**src/rtl/sim_run_ctrl.sv**
```systemverilog
// ============================================================================
// Module  : sim_run_ctrl
// Purpose : Emulation run controller. Sequences DUT reset release, keeps the
//           global cycle count, runs a commit watchdog and gates the trace
//           window. Optional feature macro: T1_TRACE_WINDOW_EN.
// Revision: 1.0 - initial release
// ============================================================================
`default_nettype none

module sim_run_ctrl #(
    parameter int RESET_CYCLES = 5,
    parameter int CYCLE_W      = 64,
    parameter int TIMEOUT_W    = 32
) (
    input  logic                 clock,
    input  logic                 reset,
    input  logic [CYCLE_W-1:0]   cfg_dump_start,
    input  logic [CYCLE_W-1:0]   cfg_dump_end,
    input  logic [TIMEOUT_W-1:0] cfg_timeout,
    input  logic                 commit_valid,
    input  logic                 finish_req,
    output logic                 core_reset,
    output logic [CYCLE_W-1:0]   cycle,
    output logic                 trace_on,
    output logic                 timeout_fire,
    output logic                 sim_done,
    output logic [1:0]           status
);

    localparam int                  c_HOLD_W    = (RESET_CYCLES > 1) ? $clog2(RESET_CYCLES) : 1;
    localparam logic [c_HOLD_W-1:0] c_HOLD_LAST = c_HOLD_W'(RESET_CYCLES - 1);
    localparam logic [1:0]          c_ST_NONE   = 2'd0;
    localparam logic [1:0]          c_ST_REQ    = 2'd1;
    localparam logic [1:0]          c_ST_TMO    = 2'd2;

    typedef enum logic [2:0] {
        ST_IDLE = 3'd0,
        ST_HOLD = 3'd1,
        ST_RUN  = 3'd2,
        ST_DONE = 3'd3,
        ST_TMO  = 3'd4
    } state_t;

    state_t                 r_state;
    state_t                 w_state_next;
    logic [c_HOLD_W-1:0]    r_hold_cnt;
    logic [TIMEOUT_W-1:0]   r_wd_cnt;
    logic [TIMEOUT_W-1:0]   r_timeout;
    logic [CYCLE_W-1:0]     r_cycle;
    logic                   r_core_reset;
    logic                   r_timeout_fire;
    logic                   r_sim_done;
    logic [1:0]             r_status;

    logic                   w_cycle_active;
    logic [CYCLE_W-1:0]     w_cycle_next;
    logic                   w_wd_expire;
    logic                   w_end_hit;
    logic [1:0]             w_status_next;
    logic                   w_fire_next;
    logic                   w_terminal_next;

    assign w_cycle_active  = (r_state == ST_HOLD) || (r_state == ST_RUN);
    assign w_cycle_next    = (w_cycle_active && (r_cycle != '1)) ? r_cycle + CYCLE_W'(1) : r_cycle;
    assign w_wd_expire     = (r_timeout != '0) && (r_wd_cnt == r_timeout - TIMEOUT_W'(1)) && !commit_valid;
    assign w_terminal_next = (w_state_next == ST_DONE) || (w_state_next == ST_TMO);

`ifdef T1_TRACE_WINDOW_EN
    logic [CYCLE_W-1:0]     r_dump_start;
    logic [CYCLE_W-1:0]     r_dump_end;
    logic [CYCLE_W-1:0]     w_start_eff;
    logic [CYCLE_W-1:0]     w_end_eff;
    logic                   w_trace_next;
    logic                   r_trace_on;

    // On the latching edge the registers still hold stale bounds, so use the live inputs.
    assign w_start_eff  = (r_state == ST_IDLE) ? cfg_dump_start : r_dump_start;
    assign w_end_eff    = (r_state == ST_IDLE) ? cfg_dump_end   : r_dump_end;
    assign w_end_hit    = (r_dump_end != '0) && (w_cycle_next >= r_dump_end);
    assign w_trace_next = ((w_state_next == ST_HOLD) || (w_state_next == ST_RUN))
                        && (w_cycle_next >= w_start_eff)
                        && ((w_end_eff == '0) || (w_cycle_next < w_end_eff));

    always_ff @(posedge clock or negedge reset) begin
        if (!reset) begin
            r_dump_start <= '0;
            r_dump_end   <= '0;
            r_trace_on   <= 1'b0;
        end else begin
            r_trace_on <= w_trace_next;
            if (r_state == ST_IDLE) begin
                r_dump_start <= cfg_dump_start;
                r_dump_end   <= cfg_dump_end;
            end
        end
    end

    assign trace_on = r_trace_on;
`else
    logic w_unused_dump;

    assign w_unused_dump = ^{cfg_dump_start, cfg_dump_end};
    assign w_end_hit     = 1'b0;
    assign trace_on      = 1'b0;
`endif

    always_ff @(posedge clock or negedge reset) begin
        if (!reset) begin
            r_state <= ST_IDLE;
        end else begin
            r_state <= w_state_next;
        end
    end

    always_comb begin
        w_state_next  = r_state;
        w_status_next = r_status;
        w_fire_next   = 1'b0;
        case (r_state)
            ST_IDLE: begin
                w_state_next = ST_HOLD;
            end
            ST_HOLD: begin
                if (r_hold_cnt == c_HOLD_LAST) begin
                    w_state_next = ST_RUN;
                end
            end
            ST_RUN: begin
                // An orderly end outranks a watchdog expiry on the same edge.
                if (finish_req || w_end_hit) begin
                    w_state_next  = ST_DONE;
                    w_status_next = c_ST_REQ;
                end else if (w_wd_expire) begin
                    w_state_next  = ST_TMO;
                    w_status_next = c_ST_TMO;
                    w_fire_next   = 1'b1;
                end
            end
            ST_DONE, ST_TMO: begin
                w_state_next = r_state;
            end
            default: begin
                w_state_next  = ST_IDLE;
                w_status_next = c_ST_NONE;
            end
        endcase
    end

    always_ff @(posedge clock or negedge reset) begin
        if (!reset) begin
            r_hold_cnt     <= '0;
            r_wd_cnt       <= '0;
            r_timeout      <= '0;
            r_cycle        <= '0;
            r_core_reset   <= 1'b1;
            r_timeout_fire <= 1'b0;
            r_sim_done     <= 1'b0;
            r_status       <= c_ST_NONE;
        end else begin
            r_cycle        <= w_cycle_next;
            // DUT reset follows the current state, so it drops one edge after RUN entry.
            r_core_reset   <= (r_state != ST_RUN);
            r_timeout_fire <= w_fire_next;
            r_sim_done     <= w_terminal_next;
            r_status       <= w_status_next;

            if (r_state == ST_IDLE) begin
                r_timeout  <= cfg_timeout;
                r_hold_cnt <= '0;
            end else if ((r_state == ST_HOLD) && (r_hold_cnt != c_HOLD_LAST)) begin
                r_hold_cnt <= r_hold_cnt + c_HOLD_W'(1);
            end

            if ((r_state != ST_RUN) || commit_valid) begin
                r_wd_cnt <= '0;
            end else if (r_wd_cnt != '1) begin
                r_wd_cnt <= r_wd_cnt + TIMEOUT_W'(1);
            end
        end
    end

    assign core_reset   = r_core_reset;
    assign cycle        = r_cycle;
    assign timeout_fire = r_timeout_fire;
    assign sim_done     = r_sim_done;
    assign status       = r_status;

endmodule

`default_nettype wire

```
**config.mk**
```make
export PLATFORM = sky130hd
export DESIGN_NAME = sim_run_ctrl
export DESIGN_NICKNAME = d
export VERILOG_FILES = /design/src/rtl/sim_run_ctrl.sv
export SDC_FILE = /design/constraint.sdc
export NUM_CORES = 1
export LEC_CHECK = 0
export ABC_AREA = 0
export CAP_MARGIN = 20
export CORE_MARGIN = 8
export CORE_UTILIZATION = 40
export DETAILED_ROUTE_END_ITERATION = 12
export GPL_ROUTABILITY_DRIVEN = 0
export GPL_TIMING_DRIVEN = 0
export PLACE_DENSITY_LB_ADDON = 0.12
export SLEW_MARGIN = 20
export SYNTH_ARGS = -nofsm -noshare
export SYNTH_HDL_FRONTEND = slang
export SYNTH_SLANG_ARGS = --single-unit
```
**constraint.sdc**
```tcl
create_clock -name clock -period 3.3 [get_ports clock]
set_clock_uncertainty 0.15 [all_clocks]
set_input_delay 0.66 -clock clock [delete_from_list [all_inputs] [get_ports clock]]
set_output_delay 0.66 -clock clock [all_outputs]
set_load 0.05 [all_outputs]
```
-- Word level (Yosys, flattened, before mapping)
Cells that the tools add are included.
- equal/unequal tests: 13
- bitwise logic cells: 1
- muxes and demuxes: 14
- reduce and logical (&&, ||, !) cells: 15
- add/sub/neg operators: 4
- operator list (kind ; count):
    adder 64 x 1 -> 64 bit, second input constant ; 1
    two-way mux 32 bit ; 2
    != test 64 bit, second input constant ; 1
    adder 32 x 1 -> 32 bit, second input constant ; 1
    == test 32 bit ; 1
    != test 32 bit, second input constant ; 1
    nonzero test 32 bit ; 1
    subtractor 32 x 1 -> 32 bit, second input constant ; 1
    two-way mux 3 bit ; 5
    one-hot mux 3 bit (4 select lines) ; 1
    == test 3 x 2 -> 1 bit, second input constant ; 3
    == test 3 bit, second input constant ; 3
    != test 3 bit, second input constant ; 2
    logical AND 1 bit ; 4
    two-way mux 2 bit ; 2
    one-hot mux 2 bit (2 select lines) ; 1
    nonzero test 2 bit ; 2
    OR reduction 4 bit ; 1
    adder 3 x 1 -> 3 bit, second input constant ; 1
    == test 3 x 1 -> 1 bit, second input constant ; 1
    logical NOT 3 bit ; 1
    logical OR 1 bit ; 3
    two-way mux 1 bit ; 3
    != test 3 x 2 -> 1 bit, second input constant ; 1
    4 further kinds ; 4
- bits in registers: 139
- logic and storage cells: 56
- input bits: 164

-- Logic depth before layout (Yosys ltp)
Gate-level depths: netlist of run 1.
- depth in word-level cells: 9
- gate-level depth with buffers: 11
- gate-level depth less buffers: 10

-- Worst setup path after synthesis of run 1
Ideal clock, no wire load.
- path kind: flip-flop to flip-flop
- start: register r_cycle[47] (netlist: cycle[47])
- end: register r_cycle[54] (netlist: cycle[54])
- data arrival time: 3003 ps
- cell stages (with the launch flop): 10
- slack: 4 ps
- path buffers: 1
- data required time: 3007 ps
- path through: dfrtp_1 -> nand4_2 -> or4_1 -> clkbuf_1 -> or4_1 -> o311ai_1 -> nor2_1 -> and2_1 -> nand3_1 -> xnor2_1
- cells in the longest elaborated chain, start to end: 2
- elaborated cells between the ends (all ways): 3
- those cells by class: add/sub (1); eq/ne (1); reduce/logical (1)
- RTL lines (item ; RTL line ; source):
    start, declared ; 49 ; logic [CYCLE_W-1:0] r_cycle;
    start signal, assigned ; 160 ; r_cycle <= w_cycle_next;
    parallel branches: the longest is 2 deep, another holds adder 64 x 1 -> 64 bit ; -- ;
Parallel ways; which one is timed is not known.
A chain may end at the register's enable or synchronous reset.

-- Worst setup path in the final report of run 1
- start: register r_timeout[9]
- end: register r_status[1] (netlist: status[1])
- cells in the longest elaborated chain, start to end: 6
- elaborated cells between the ends (all ways): 7
- those cells by class: add/sub (1); eq/ne (2); reduce/logical (4)
- RTL lines (item ; RTL line ; source):
    start, declared ; 48 ; logic [TIMEOUT_W-1:0] r_timeout;
    start signal, assigned ; 168 ; r_timeout <= cfg_timeout;
    subtractor 32 x 1 -> 32 bit ; 65 ; assign w_wd_expire = (r_timeout != '0) && (r_wd_cnt == r_timeout - TIMEOUT_W'(1)) && !commit_valid;
    == test 32 bit ; 65 ;
    logical AND 1 bit (*) (2 in series) ; 65 ;
    != test 3 bit (no source line) (*) ; -- ;
    AND reduction 2 bit (no source line) (*) ; -- ;
    end signal, assigned ; 158 ; r_status <= c_ST_NONE;
    end signal, assigned ; 165 ; r_status <= w_status_next;
    end, declared ; 53 ; logic [1:0] r_status;
Mark *: on every way between the ends. The rest lies on a longest branch, timed or not.

==> metrics.md, run 1 <==
| Metric | Value |
|---|---|
| Final WL | between 20 and 25 mm |
| Internal cell power | between 2 and 3 mW |
| Critical Path Start Type | flop |
| Buffers on Ports | 104 |
| Pleak | 4.12 nW |
| Initial Util | around two fifths |
| I/O Pins | 234 |
| CTS tree | done |
| Via density | around 5.4 |
| Synth Cell Area | approximately 7500 µm² |
| # DRC | 0 |
| Crit end category | flop |
| Slew margin rel. | 43.6% |
| Initial antenna violation count | 0 |
| Status | finished with violations |
| GRT Util Overall | 17.6% |
| Drt pass-1 iters | 5 |
| Tcrit/Tclk final | 101% |
| Number of max-cap violations | 0 |
| Worst path slowest cell | or4_4 |
| Vias in the first global route | 6415 |
| Hold violation count in the final report | 0 |
| Top-area cell type share of the netlist area | roughly 46% |
| Critical path class | flop to flop |
| PwrDens | 377 nW/µm² |
| H-tree levels | 4 |
| Routed len/inst | about 18 µm |
| EDFF count, synth | 0 |
| Combinational share of power | under 10% |
| Yosys top cell by area | dfrtp_1 |
| Total CTS buffers | 17 |
| PnR worst setup slack | -0.0249 ns |
| Core Rows | 50 |
| Final setup viols | 1 |
| Worst-Margin Slew | 0.840 ns |
| DIE WIDTH | about 150 µm |
| Clock root cell | clkbuf_16 |
| Ys flop type | dfrtp_1 |
| Register area share after synthesis | 46.2% |
| CTS clock-pin slew for the worst setup and hold paths | 0.06 ns |
| Unique masters post-synth | 62 |
| Largest net degree at the start of global routing | 72 |
| Maximum root-to-sink buffer count | 2 |
| Sw power | 0.846 mW |
| Clock sink count | 139 |
| Unrepaired setup endpoints after global routing | yes |
| Final min period | 3.32 ns |
| WP buf/inv | 1 |
| HPWL Detailed | 14.9 mm |
| Switch share | 22.6% |
| Via count | around 6300 |
| First-pass GRT wire length | 33.6 mm |
| Syn avg cell area | 9.82 µm² |
| Layout area overhead | 31.7% |
| Sequential power share | between 40% and 50% |
| Crit path arrival time | 3.50 ns |
| ANT cells | 0 |
| Maximum vdd ir drop | 323 µV |
| DR iter-0 viols | between 200 and 300 |
| Clock power frac | 52.2% |
| Placement Setup Slack | -0.756 ns |
| CP max FO | 5 |
| Routed Antenna Nets | 0 |
| Synth Warn # | 0 |
| Post-Syn Instances | 768 |
| Synth async-reset ratio | 100% |
| Die Height | 153 µm |
| Crit path required time | 3.48 ns |
| Worst-Skew Late Latency | about 0.42 ns |
| Failing checks | setup timing |
| Post-synth net total | 938 |
| Design Power | 3.74 mW |
| Worst-path cell chain | or4_4 > buf_4 > nor3_2 > o2111ai_1 > and3_1 > nor4_1 > nand3_1 > or4_4 > o31ai_4 |
| Family with the most delay on the worst path | simple AND/OR/NAND/NOR gates |
| Share of cells above drive strength 1 | 15.2% |
| Crit-path most repeated cell | or4_4 |
| Final Max Tran Viols | 0 |
| Register bit total from synthesis | roughly 140 |
| Synth area leaders | dfrtp_1, xnor2_1, xor2_1, mux2_2, nor2_1 |
| Final Net Count | 1082 |
| Worst hold-check path type | primary input to asynchronous set/reset pin |
| Die area | 23500 µm² |
| Number of fill cells | about 1700 |
| CP max stage delay | 0.57 ns |
| F_max | 301 MHz |
| GR Overflow Total | 0 |
| Core Box Area | roughly 19000 µm² |
==> path summary, 6_finish.rpt <==
| kind | start | endpoint | slack [ns] | depth (start not counted) |
|---|---|---|---|---|
| worst max register to register | r_timeout[9] | status[1] | -0.02 | 9 |
| worst min register to register | cycle[16] | cycle[16] | 0.34 | 1 |
| max in group asynchronous | reset | cycle[48] | 2.23 | 2 |
| min in group clock | cycle[16] | cycle[16] | 0.34 | 1 |
| worst max-delay path | r_timeout[9] | status[1] | -0.02 | 9 |
| worst min-delay path | reset | r_timeout[7] | 0.03 | 1 |
==> stage by stage <==
step | area [µm²] | setup TNS (ns) | hold WS, ns | utilization (%) | std cells
finish | 9920 | -0.0249 | 0.0265 | 53.4 | 1159
global route | 9920 | -0.464 | 0.0677 | 53.4 | 1159
CTS | 9720 | 0 | 0.0459 | 52.3 | 1148
global placement | 8870 | -566.40 | 0.332 | 47.8 | 1106
detailed placement | 8910 | -6.80 | 0.336 | 48.0 | 1107
floorplan | 7540 | 0 | 0.214 | - | 768
==> logic make-up (layout without fill, tap and decap cells) <==
logic type      count (synthesis)  in the layout  synth area share (%)
simple gates                  346            346                  24.6
flops                         139            139                  46.2
xor+xnor                      127            127                  14.8
compound gates                 68             68                  6.04
buf+inv                        47            204                  2.42
mux                            34             34                  5.01
fa+ha+maj                       6              6                 0.996
other cells                     1              1                0.0497
==> cell usage in the layout, fill, tap and decap left out, drive strengths merged, types with 19 or more instances in the layout <==
cell type / instances
nand4: 31
xor2: 46
o21ai: 20
clkbuf: 34
nor3: 33
nor2: 69
xnor2: 81
inv: 29
nand3: 49
clkdlybuf4s50: 103
nor4: 19
dfrtp: 138
mux2: 30
nand2: 57
buf: 28
and3: 23
==> layer usage <==
layer | GRT usage [%] | wire length [µm] | share of wire [%]
met5 | 0 | 0 | 0
met3 | 6.17 | 1310 | 6.4
met4 | 4.48 | 245 | 1.2
met1 | 22.2 | 9340 | 46
met2 | 28.4 | 9540 | 47
==> synthesized netlist by cell type, drive strengths merged (6+ instances only) <==
library cell  count
a21oi            13
and2             10
and3             23
and4             10
clkbuf           19
dfrtp           138
ha                6
inv              25
mux2             30
nand2            57
nand2b            6
nand3            49
nand4            31
nor2             69
nor3             33
nor4             19
o21ai            20
or3              13
or4               7
xnor2            81
xor2             46
==> area by class of cell <==
class,instances,area (µm²),share of cell area (%)
clock inverter,14,159,1.60
multi-input combinational,582,4120,41.5
inverter,25,96.3,0.971
timing repair buffer,129,1250,12.6
clock buffer,18,439,4.43
buffer,18,80.1,0.807
tap,234,293,2.95
sequential,139,3490,35.1
==> power by group through the flow <==
stage	registers [mW]	clock network, mW	logic, mW
after floorplan	1.74	0	0.00428
after global placement	1.74	0	0.0808
after detailed placement	1.74	0	0.0876
after CTS	1.70	1.99	0.0882
after global routing	1.70	2.07	0.0954
final	1.70	1.95	0.0847
==> timing repair <==
item	in CTS	in global routing
resized for setup	30	24
pin swaps	14	12
gates cloned	0	0
setup endpoints to repair	35	28
hold buffers	0	0
setup buffers	11	13
==> registers in the layout, summed over array words and instances (netlist names) <==
name,cells
status,2
core_reset,1
sim_done,1
r_timeout,32
r_hold_cnt,3
cycle,64
timeout_fire,1
r_state,3
r_wd_cnt,32
Power figures use the tool's default switching activity.
==> run 2, diff against run 1 <==
==> constraint.sdc (replaced) <==
create_clock -name clock -period 3.3 [get_ports clock]
set_clock_uncertainty 0.15 [all_clocks]
set_input_delay 0.66 -clock clock [delete_from_list [all_inputs] [get_ports clock]]
set_output_delay 0.66 -clock clock [all_outputs]
set_load 0.02 [all_outputs]
==> results of run 2 <==
The final DEF is identical to that of run 1. Status: finished with violations: setup timing.
